==> config.mk <==
export PLATFORM = sky130hd
export DESIGN_NAME = rr_req_encoder4_2
export DESIGN_NICKNAME = d
export VERILOG_FILES = /design/src/rtl/rr_req_encoder4_2.sv
export SDC_FILE = /design/constraint.sdc
export NUM_CORES = 1
export LEC_CHECK = 0
export BUFFER_PORTS_ARGS = -buffer_cell sky130_fd_sc_hd__buf_4
export CAP_MARGIN = 20
export CORE_MARGIN = 5
export CORE_UTILIZATION = 35
export CTS_CLUSTER_DIAMETER = 80
export CTS_CLUSTER_SIZE = 12
export DETAILED_ROUTE_END_ITERATION = 12
export MAX_ROUTING_LAYER = met4
export PLACE_DENSITY_LB_ADDON = 0.1
export SLEW_MARGIN = 10
export SYNTH_ARGS = -nofsm -noshare
export SYNTH_HDL_FRONTEND = slang
export SYNTH_SLANG_ARGS = --single-unit
export TNS_END_PERCENT = 10
==> constraint.sdc <==
create_clock -name clk -period 3.7 [get_ports clk]
set_input_delay 0.74 -clock clk [delete_from_list [all_inputs] [get_ports clk]]
set_output_delay 0.74 -clock clk [all_outputs]
set_load 0.03 [all_outputs]
==> src/rtl/rr_req_encoder4_2.sv <==
`default_nettype none
// ============================================================================
// Module   : rr_req_encoder4_2
// Summary  : 4-input round-robin request encoder driving a registered grant ID
//            and enable, with a one-cycle dead time between grants.
// Revision : 1.0 - initial release
// ============================================================================

module rr_req_encoder4_2 #(
   parameter int unsigned MAX_HOLD = 16,
   parameter int unsigned HOLD_W   = 5
) (
   input  logic       clk,
   input  logic       rst_n,
   input  logic [3:0] REQ,
   input  logic       DONE,
   output logic [1:0] Data,
   output logic       EN,
   output logic       BUSY,
   output logic       TMO
);

   typedef enum logic [1:0] {
      ST_IDLE    = 2'd0,
      ST_GRANT   = 2'd1,
      ST_RELEASE = 2'd2
   } state_t;

   localparam logic [HOLD_W-1:0] c_HOLD_LAST = HOLD_W'((MAX_HOLD == 0) ? 0 : MAX_HOLD - 1);
   localparam logic [HOLD_W-1:0] c_CNT_SAT   = {HOLD_W{1'b1}};
   localparam logic [HOLD_W-1:0] c_CNT_ONE   = {{(HOLD_W-1){1'b0}}, 1'b1};

   state_t            state_q;
   logic [1:0]        data_q;
   logic [1:0]        last_q;
   logic              en_q;
   logic              busy_q;
   logic              tmo_q;
   logic [HOLD_W-1:0] cnt_q;
   logic [HOLD_W-1:0] cnt_d;

   logic              w_win_found;
   logic [1:0]        w_win_id;
   logic [1:0]        w_idx;
   logic              w_owner_req;
   logic              w_tmo_hit;
   logic              w_release;

   // Scan from farthest to nearest so the first set bit after LAST wins.
   always_comb begin
      w_win_found = 1'b0;
      w_win_id    = last_q;
      w_idx       = last_q;
      for (int i = 4; i >= 1; i--) begin
         w_idx = last_q + 2'(i);
         if (REQ[w_idx]) begin
            w_win_found = 1'b1;
            w_win_id    = w_idx;
         end
      end
   end

   generate
      if (MAX_HOLD != 0) begin : g_tmo
         assign w_tmo_hit = (cnt_q == c_HOLD_LAST);
      end else begin : g_no_tmo
         assign w_tmo_hit = 1'b0;
      end
   endgenerate

   always_comb begin
      w_owner_req = REQ[data_q];
      w_release   = DONE | ~w_owner_req | w_tmo_hit;
      cnt_d       = (cnt_q == c_CNT_SAT) ? cnt_q : cnt_q + c_CNT_ONE;
   end

   always_ff @(posedge clk or negedge rst_n) begin
      if (!rst_n) begin
         state_q <= ST_IDLE;
         data_q  <= 2'b00;
         last_q  <= 2'b11;
         en_q    <= 1'b0;
         busy_q  <= 1'b0;
         tmo_q   <= 1'b0;
         cnt_q   <= '0;
      end else begin
         case (state_q)
            ST_IDLE: begin
               tmo_q <= 1'b0;
               if (w_win_found) begin
                  data_q  <= w_win_id;
                  last_q  <= w_win_id;
                  en_q    <= 1'b1;
                  busy_q  <= 1'b1;
                  cnt_q   <= '0;
                  state_q <= ST_GRANT;
               end
            end
            ST_GRANT: begin
               if (w_release) begin
                  en_q    <= 1'b0;
                  // Timeout is only flagged when nothing else ended the grant.
                  tmo_q   <= w_tmo_hit & ~DONE & w_owner_req;
                  state_q <= ST_RELEASE;
               end else begin
                  cnt_q <= cnt_d;
               end
            end
            ST_RELEASE: begin
               en_q    <= 1'b0;
               tmo_q   <= 1'b0;
               busy_q  <= 1'b0;
               state_q <= ST_IDLE;
            end
            default: begin
               en_q    <= 1'b0;
               tmo_q   <= 1'b0;
               busy_q  <= 1'b0;
               state_q <= ST_IDLE;
            end
         endcase
      end
   end

   assign Data = data_q;
   assign EN   = en_q;
   assign BUSY = busy_q;
   assign TMO  = tmo_q;

endmodule

`default_nettype wire

==> run summary, run 1 <==
Share of layout cells above drive strength 1: 0.287
Antenna diode instance count: 0
Root buffer cell: clkbuf_4
Cts bufs inserted: 3
Number of global-route vias before repair: 582
# rows: 17
RSZ-0062 raised after global routing: no
#FFs+latches synth: 13
Area of the mapped netlist: 768 µm²
Hold Buf Count CTS: 0
Post-cts sizing count: 0
Post-DP HPWL: 1150 µm
Vias: 622
Pwr dens: 700 mW/mm²
Crit-path max FO: 4
CP max-delay cell: nor4b_2
Critical Path Sink Type: flip-flop
Clock share of power: 0.137
Switch Pwr: 266 µW
Vias per Instance: 5.41
Core Footprint: 0.00215 mm²
Worst path cell trace: ha_1, and3_1, ha_1, nor4b_2, and3_4, mux2i_1
Slew Viols, Final: 0
Reg clk slew, reported paths: 0.08 ns
Gpl congestion: 0.688
Syn Nets: 84
Fmax: 506 MHz
Status: finished clean
Max-cap viol count: 0
Residual DRC: 0
Clock skew: 0.00919 ns
Highest metal used: met4
Post-CTS Setup Repair Bufs: 0
Setup TNS: 0 ns
Sequential fraction of the synthesis area: 0.427
Area Overhead vs Synth: 17.8%
Die outline height: 56.9 µm
Wl on met1: 740 µm
Final period util: 0.534
DRT iter0 DRCs: 6
LEAKAGE: 0.000403 µW
# setup viols final: 0
Num ports: 12
Combinational fraction of design power: 0.451
Synth Warn #: 0
Final wirelength: 1550 µm
Synth unique cells: 32
Design Area, Final: 905 µm²
VDD IR-drop max: 0.355 mV
NumNets Final: 98
Initial antenna violation count: 0
Total track usage: 0.110
Width of the chip: 56.9 µm
Top Family by Delay on Critical Path: simple AND/OR/NAND/NOR gates
Worst slew margin: 0.632
Largest net degree at the start of global routing: 14
Int Pwr: 368 µW
H-tree Lvls: 1
Filler cells: 224
Initial Util: 0.358
Slowest stage delay, CP: 0.41 ns
Average size of a mapped cell: 10.4 µm²
Clk buf depth: 2
Sw frac: 0.419
CP most frequent cell: ha_1
First-pass DRT Iterations: 4
Clock Latency Late Sink: 0.28 ns
Critical path buffers and inverters: 0
Gr ovfl total: 0
Worst min-delay path class: in -> async
Met3 Wirelength: 88 µm
DRT antenna net count: 0
Count of clock tree sinks: 13
Placed Instance Area: 878 µm²
Minimum clock period: 1.98 ns
Type of the worst setup path: reg -> reg
First-pass GRT wire length: 2680 µm
Metal2 WL: 706 µm
Required time of the worst setup path: 3.90 ns
Sequential Power Share: 0.412
Die area: 0.00323 mm²
CTS tree: yes
CP arrival: 2.17 ns
Most frequent cells in the layout: 11 x dfrtp_1, 11 x buf_4, 7 x o21ai_0
IO buf count: 11
CP Launch Type: flip-flop
Worst-Margin Slew: 0.548 ns
Wire per inst: 13.4 µm
Post-synthesis cell count: 74
Final Hold Fails: 0
## per-layer routing
metal,vias to the layer above,track usage
met1,305,0.142
met5,-,-
met4,0,0.0199
met3,2,0.0506
li1,304,-
met2,11,0.158
## worst register-to-register path: stages (launching register included)
cell     delay [ns]
dfrtp_1        0.40
ha_1           0.22
and3_1         0.20
ha_1           0.24
nor4b_2        0.41
and3_4         0.27
mux2i_1        0.17
## power by group through the flow
| stage | clock (µW) | combinational [µW] | sequential, µW |
|---|---|---|---|
| finish | 86.9 | 286 | 261 |
| global route | 101 | 319 | 270 |
| CTS | 91.0 | 289 | 261 |
| detailed placement | 0 | 287 | 263 |
| global placement | 0 | 289 | 264 |
| floorplan | 0 | 179 | 283 |
## logic make-up (layout without fill, tap and decap cells)
kind of cell,count (synthesis),after routing,share of synthesized area
compound gates,21,21,0.174
fa+ha+maj,3,3,0.0489
mux,6,6,0.0945
simple gates,23,23,0.210
flops,13,13,0.427
xor+xnor,1,1,0.0114
buf+inv,7,20,0.0342
## synth_stat cells (all sizes together)
master / instances / area (µm²)
a21oi: 4 / 20.0
a22oi: 1 / 7.51
a31oi: 3 / 18.8
a41oi: 1 / 8.76
and3: 2 / 17.5
and3b: 2 / 18.8
clkbuf: 2 / 7.51
dfrtp: 11 / 275
dfstp: 2 / 52.6
ha: 3 / 37.5
inv: 5 / 18.8
mux2i: 5 / 50.1
mux4: 1 / 22.5
nand2: 2 / 7.51
nand2b: 1 / 6.26
nand3: 2 / 10.0
nand4: 1 / 6.26
nor2: 5 / 18.8
nor2b: 2 / 12.5
nor3: 1 / 5.00
nor4: 1 / 21.3
nor4b: 1 / 15.0
o21ai: 7 / 35.0
o31ai: 4 / 35.0
o32ai: 1 / 8.76
or2: 1 / 6.26
or3: 1 / 7.51
or4: 1 / 8.76
xor2: 1 / 8.76
## final timing paths
path	from	endpoint	slack [ns]	depth (start not counted)
worst max-delay path	cnt_q[0]	cnt_q[3]	1.72	6
worst min-delay path	rst_n	cnt_q[4]	0.29	1
worst max register to register	cnt_q[0]	cnt_q[3]	1.72	6
worst min register to register	BUSY	BUSY	0.50	2
max in group asynchronous	rst_n	last_q[1]	3.16	1
min in group clk	BUSY	BUSY	0.50	2
## area by class of cell
cell class	instances	area, µm²	share of cell area
Clock buffer	4	26.3	0.0290
Inverter	5	18.8	0.0207
Multi-Input combinational cell	54	414	0.458
Sequential cell	13	328	0.362
Tap cell	28	35.0	0.0387
Timing Repair Buffer	11	82.6	0.0913
## stage by stage
stage	hold slack, ns	power (µW)	setup WS [ns]	instances	util
final	0.289	633	1.72	115	0.421
after CTS	0.295	641	1.73	115	0.421
after detailed placement	0.489	550	1.76	111	0.409
after floorplan	0.444	463	1.86	74	-
after global routing	0.282	689	1.56	115	0.421
after global placement	0.481	553	1.71	111	0.409
## flip-flops by register name, indices dropped and copies added, names as in the netlist
register,count
TMO,1
Data,2
cnt_q,5
BUSY,1
last_q,2
state_q,2
(Power assumes the default switching activity.)
==> run 2, diff against run 1 <==
Settings changed: ABC_AREA from default to 1.
Clock period 3.7 ns to 1.75 ns, I/O delays scaled along.
==> run 2 against run 1 <==
  * Sequential share of layout area is 5.4 points lower
  * Power grew to 2.9 times the previous value
  * First-iteration DRC count rose to 3.7 times the previous value
  * Count of clock-buffer cells in the layout unchanged
  * Critical path type unchanged
  * Largest cell class unchanged
  * Highest routed layer unchanged
==> run summary, run 2 <==
Residual DRC: 0 (unchanged)
CP max-delay cell: dfrtp_1
First-pass DRT Iterations: 4 (unchanged)
Number of global-route vias before repair: 847 (+46%)
RSZ-0062 raised after global routing: no
Synth unique cells: 23 (-28%)
Hold Crit Depth: 4
Vias per Instance: 4.74 (-12%)
Area of the mapped netlist: 895 µm² (+16%)
Share of layout cells above drive strength 1: 0.248 (-0.0391)
Most numerous cell in the Yosys netlist: nand2_1
Total track usage: 0.124 (+0.0143)
Worst min-delay path class: in -> reg
Type of the worst setup path: reg -> reg
Most frequent cells in the layout: 47 x nand2_1, 14 x inv_1, 13 x nand3_1, 13 x buf_4, 11 x dfrtp_1
Synth area leader: dfrtp_1
Setup TNS: 0 ns (unchanged)
Gpl congestion: 0.860 (+25%)
Stages on worst setup path: 8 (+2)
CP Launch Type: flip-flop
Crit-path max FO: 6 (+2)
Number of synthesized flops with an enable pin: 0 (unchanged)
Pwr dens: 1750 mW/mm² (+150%)
# setup viols final: 0 (unchanged)
Minimum clock period: 1.64 ns (-0.338 ns)
VDD IR-drop max: 0.645 mV (+81%)
Average size of a mapped cell: 7.21 µm² (-31%)
Top Family by Delay on Critical Path: simple AND/OR/NAND/NOR gates
Reg-to-Reg Start: cnt_q[0]
RR Endpoint: cnt_q[0]
# rows: 18 (+1)
Beginning of the worst hold path: DONE
Required time of the worst setup path: 1.93 ns (-1.97 ns)
Post-synthesis cell count: 124 (+68%)
Sequential fraction of the synthesis area: 0.366 (-0.0603)
Die area: 0.00367 mm² (+13%)
CP arrival: 1.81 ns (-0.36 ns)
Final period util: 0.936 (+0.402)
LEAKAGE: 0.000608 µW (+51%)
CP startpoint: cnt_q[0]
Largest net degree at the start of global routing: 14 (unchanged)
Filler cells: 266 (+19%)
Synth Warn #: 0 (unchanged)
Antenna diode instance count: 0 (unchanged)
Num ports: 12 (unchanged)
Max reg flops: 5 (unchanged)
Clk buf depth: 2 (unchanged)
NumNets Final: 152 (+55%)
Syn Nets: 134 (+60%)
R2r worst-path depth: 8 (+2)
Cts bufs inserted: 3 (unchanged)
Worst slew margin: 0.770 (+0.138)
WHS Endpoint: TMO
Flop2flop setup slack: 0.11 ns (-1.61 ns)
Final Hold Fails: 0 (unchanged)
Slowest stage delay, CP: 0.40 ns (about the same)
Post-DP HPWL: 1480 µm (+28%)
H-tree Lvls: 1 (unchanged)
Clock skew: 0.00294 ns (-0.00625 ns)
Slew Viols, Final: 0 (unchanged)
Commonest non-fill, non-tap cell in the layout: nand2_1
Final wirelength: 1840 µm (+19%)
Yosys top cell area share: 0.308 (-0.0506)
Area Overhead vs Synth: 18.7%
Worst path cell trace: ha_1, and3_1, ha_1, or2_4, nand2_8, nand2_4, nand2_1, nand2_1
DRT antenna net count: 0 (unchanged)
Gr ovfl total: 0 (unchanged)
Critical Path Sink Type: flip-flop
Top reg by flops: cnt_q
Worst-Margin Slew: 0.344 ns (-0.204 ns)
Top post-synthesis cells by count: 48 x nand2_1, 14 x inv_1, 14 x nand3_1, 11 x dfrtp_1, 7 x nor2_1
Width of the chip: 60.6 µm (+6.5%)
Die outline height: 60.6 µm (+6.5%)
Count of clock tree sinks: 13 (unchanged)
Fmax: 611 MHz (+21%)
Top FF cell, synth: dfrtp_1
Reg clk slew, reported paths: 0.08 ns (about the same)
Final core occ: 0.433 (+0.0116)
Async S/R FF share, synth: 1.00 (unchanged)
Status: finished clean
Clock Latency Late Sink: 0.28 ns (about the same)
Initial antenna violation count: 0 (unchanged)
IO buf count: 11 (unchanged)
Vias: 810 (+30%)
First-pass GRT wire length: 3280 µm (+23%)
Post-layout power: 1860 µW (+190%)
Root buffer cell: clkbuf_4
#FFs+latches synth: 13 (unchanged)
Initial Util: 0.364 (+0.00682)
CTS tree: yes
Core Footprint: 0.00245 mm² (+14%)
Top post-synthesis cells by area: dfrtp_1 31%, nand2_1 20%, nand3_1 7.8%, dfstp_2 5.9%, inv_1 5.9%
Wire per inst: 10.8 µm (-20%)
Max-cap viol count: 0 (unchanged)
DRT iter0 DRCs: 22 (+16)
Critical path buffers and inverters: 0 (unchanged)
-- run 2: changes by cell type after synthesis, moves of 5 or more --
cell	change
nand2_1	+46
nand3_1	+12
inv_1	+9
mux2i_1	-5
o21ai_0	-5
-- run 2: timing repair --
action / CTS / global route
hold endpoints to repair: 11 / 0
gates resized for setup: 0 / 2
hold buffers: 1 / 0
buffers inserted: 0 / 0
setup endpoints to repair: 0 / 5
-- run 2: per-layer routing --
layer  track usage  vias up  part of all wire
met5             -        -                 0
met4        0.0805        0             0.036
met3        0.0128        7             0.021
met2         0.227        9              0.52
met1         0.124      379              0.42
li1              -      415                 -
-- run 2: tightest hold or removal path, stage by stage --
cell and delay (ns):
buf_4 0.08, inv_1 0.04, o211ai_1 0.08, nor2_1 0.04
-- run 2: stage by stage --
stage	cell area (µm²)	cells	hold WS, ns	worst slack (ns)
3_3_place_gp	1020	166	0.204	0.0883
4_1_cts	1050	171	0.343	0.0246
3_5_place_dp	1020	166	0.203	0.0420
2_1_floorplan	895	124	0.0544	0.171
5_1_grt	1060	171	0.383	0.0000882
6_report	1060	171	0.349	0.112
-- run 2: how the worst max path moves through the flow --
stage / to / slack (ns)
after CTS: cnt_q[0] / 0.02
final: cnt_q[0] / 0.11
after detailed placement: cnt_q[0] / 0.04
after global placement: cnt_q[0] / 0.09
after floorplan: cnt_q[2] / 0.17
after global routing: cnt_q[1] / 0.00009
-- run 2: cells by family after synthesis --
kind of cell,count (synthesis),share of synthesized area
AND/OR/NAND/NOR,81,0.446
flip-flops,13,0.366
XOR/XNOR,1,0.00979
buffers and inverters,18,0.0839
adder cells (fa/ha/maj),3,0.0420
AO/OA/AOI/OAI,8,0.0518
-- run 2: cell type report --
| type | count | area (µm²) | area share |
|---|---|---|---|
| Multi-Input combinational cell | 93 | 499 | 0.470 |
| Sequential cell | 13 | 328 | 0.309 |
| Timing Repair Buffer | 14 | 108 | 0.101 |
| Inverter | 17 | 63.8 | 0.0601 |
| Tap cell | 30 | 37.5 | 0.0353 |
| Clock buffer | 4 | 26.3 | 0.0247 |
-- run 2: power breakdown --
| part | switching, µW | leakage, µW | total [µW] | internal (µW) |
|---|---|---|---|---|
| Sequential | 93.1 | 0.000163 | 512 | 419 |
| Combinational | 744 | 0.000430 | 1160 | 419 |
| Clock | 98.4 | 0.0000150 | 187 | 88.7 |
| Total | 936 | 0.000608 | 1860 | 926 |
==> run 3, diff against run 2 <==
Settings changed: ABC_AREA 1 to default, CTS_CLUSTER_DIAMETER 80 to 50.
Clock period 1.75 ns to 1.56 ns, I/O delays scaled along.
==> run 3 against run 2 <==
  * Sequential share of layout area rose by 0.94 points
  * Power fell by 13%
  * Core utilization rose by 4.7 points
  * Clock skew fell by 0.0020 ns
  * Critical path depth fell by 2
  * Cell area fell by 2.9%
  * Wire length fell by 5.6%
  * Sequential power rose by 20%
  * The run now ends with setup timing left
  * Cell count fell by 27%
  * Die area fell by 12%
  * Sequential cell count did not move
  * Largest power group unchanged
  * Critical path type unchanged
==> run summary, run 3 (synthesis results as in run 1) <==
Status: finished, violations left
Failing checks: setup timing
Fin Hold WS: 0.346 ns (-0.00261 ns)
M1 GR Usage: 0.143 (+0.0193)
Worst slew margin: 0.777 (+0.00657)
Required time of the worst setup path: 1.76 ns (-0.17 ns)
CP most frequent cell: and3_4
Gpl congestion: 0.719 (-16%)
Commonest non-fill, non-tap cell in the layout: buf_4
Worst-Margin Slew: 0.332 ns (-0.0114 ns)
Width of the chip: 56.9 µm (-6.1%)
Met3 usage: 0.0529 (+0.0401)
Share of layout cells above drive strength 1: 0.402 (+0.154)
Top Family by Delay on Critical Path: simple AND/OR/NAND/NOR gates
Final Hold Fails: 0 (unchanged)
Final period util: 1.10 (+0.160)
Switch Pwr: 669 µW (-28%)
Number of global-route vias before repair: 620 (-27%)
Final WS setup: -0.149 ns (-0.261 ns)
CP max-delay cell: dfrtp_1
Sw frac: 0.414 (-0.0885)
Sequential Power Share: 0.381 (+0.106)
Max reg flops: 5 (unchanged)
Total track usage: 0.118 (-0.00633)
Filler cells: 216 (-19%)
# placed instances: 118 (-29%)
Clock skew: 0.000923 ns (-0.00202 ns)
Critical Path Sink Type: flip-flop
Top Usage Layer GRT: met2
Wire per inst: 13.9 µm (+29%)
# setup viols final: 5 (+5)
IO buf count: 11 (unchanged)
H-tree Lvls: 1 (unchanged)
Vias per Instance: 5.12 (+8.1%)
First-pass DRT Iterations: 4 (unchanged)
Cts bufs inserted: 3 (unchanged)
R2r worst-path depth: 6 (-2)
Final wirelength: 1740 µm (-5.6%)
FF+latch area: 328 µm² (unchanged)
Multi-input gate area: 463 µm² (-7.3%)
Slew Viols, Final: 0 (unchanged)
Post-layout power: 1620 µW (-13%)
Most frequent cells in the layout: 20 x buf_4, 11 x dfrtp_1, 7 x o21ai_0
Clk buf depth: 2 (unchanged)
DRT antenna net count: 0 (unchanged)
CP Launch Type: flip-flop
First-pass GRT wire length: 2920 µm (-11%)
Int Pwr: 947 µW (+2.3%)
Gr ovfl total: 0 (unchanged)
Reg clk slew, reported paths: 0.08 ns (about the same)
Top reg by flops: cnt_q
Vias: 640 (-21%)
NumNets Final: 108 (-29%)
Area Overhead vs Synth: 34.2%
Root buffer cell: clkbuf_4
Stages on worst setup path: 6 (-2)
Placed Instance Area: 962 µm² (-5.5%)
Core Footprint: 0.00215 mm² (-12%)
Met2 usage: 0.188 (-0.0387)
# rows: 17 (-1)
Count of clock tree sinks: 13 (unchanged)
CP arrival: 1.91 ns (+0.10 ns)
Initial antenna violation count: 0 (unchanged)
Crit-path max FO: 3 (-3)
Largest net degree at the start of global routing: 14 (unchanged)
Clock Latency Late Sink: 0.27 ns (about the same)
CTS tree: yes
Die area: 0.00323 mm² (-12%)
Layout Cells excl Fill: 125 (-27%)
Critical path buffers and inverters: 0 (unchanged)
Post-DP HPWL: 1270 µm (-14%)
Final core occ: 0.480 (+0.0472)
Combinational fraction of design power: 0.493 (-0.132)
Worst path cell trace: ha_2, and3_4, ha_4, nor4b_4, and3_4, mux2i_1
Fmax: 585 MHz (-4.2%)
Slowest stage delay, CP: 0.40 ns (about the same)
Clock share of power: 0.127 (+0.027)
Residual DRC: 0 (unchanged)
Type of the worst setup path: reg -> reg
Die outline height: 56.9 µm (-6.1%)
VDD IR-drop max: 0.645 mV (about the same)
Worst min-delay path class: in -> reg
Initial Util: 0.358 (-0.00682)
Minimum clock period: 1.71 ns (+0.0712 ns)
DRT iter0 DRCs: 12 (-45%)
Antenna diode instance count: 0 (unchanged)
Hold Crit Depth: 4 (unchanged)
Design Area, Final: 0.00103 mm² (-2.9%)
Num ports: 12 (unchanged)
Pwr dens: 1570 mW/mm² (-11%)
LEAKAGE: 0.000453 µW (-25%)
Max-cap viol count: 0 (unchanged)
RSZ-0062 raised after global routing: yes
-- run 3: cell count changes in the layout (fill, tap and decap cells not counted), sizes merged, moves of 2 or more --
cell,previous run,this run
a21oi,2,4
a31oi,0,3
and3b,0,2
buf,13,20
inv,17,5
mux2i,0,5
nand2,55,2
nand3,14,2
nor2,9,5
nor2b,0,2
o21ai,5,7
o31ai,0,4
-- run 3: tightest hold or removal path, delay by kind of cell --
kind                   cells  cell delay (ns)
buffers and inverters      1             0.12
AOI/OAI and AO/OA          1             0.08
and+or+nand+nor            2             0.11
-- run 3: what timing repair did --
item                                   4_1_cts  5_1_grt
endpoints found under the hold margin       11        0
gates resized for setup                      2        0
setup endpoints to repair                    5        5
hold buffers                                 1        0
setup buffers                                2        0
pin swaps                                    4        1
-- run 3: area by class of cell --
type,count,share of cell area
sequential,13,0.318
inverter,5,0.0182
clock buffer,4,0.0255
timing repair buffer,21,0.155
tap,28,0.0340
multi-input combinational,54,0.449
-- run 3: layer usage --
metal / vias up / wire length [µm]
met4: 0 / 0
met2: 9 / 798
li1: 321 / -
met1: 310 / 848
met5: - / 0
met3: 0 / 90
-- run 3: power by group through the flow --
stage / Sequential (µW) / Clock, µW / Combinational, µW
5_1_grt: 634 / 238 / 878
3_5_place_dp: 621 / 0 / 758
3_3_place_gp: 618 / 0 / 752
6_report: 615 / 205 / 797
4_1_cts: 614 / 217 / 800
2_1_floorplan: 678 / 0 / 440
-- run 3: worst paths after layout --
| check | start | to | slack, ns |
|---|---|---|---|
| min reg2reg | BUSY | BUSY | 0.50 |
| max in group asynchronous | rst_n | last_q[1] | 0.91 |
| min in group asynchronous | rst_n | cnt_q[4] | 0.41 |
| max | cnt_q[0] | cnt_q[3] | -0.15 |
| min | REQ[2] | last_q[0] | 0.35 |
| max reg2reg | cnt_q[0] | cnt_q[3] | -0.15 |
-- run 3: stage by stage --
stage / worst slack [ns] / setup TNS [ns]
3_5_place_dp: -0.198 / -0.768
4_1_cts: -0.165 / -0.612
2_1_floorplan: -0.119 / -0.381
6_report: -0.149 / -0.516
5_1_grt: -0.241 / -1.06
3_3_place_gp: -0.185 / -0.735
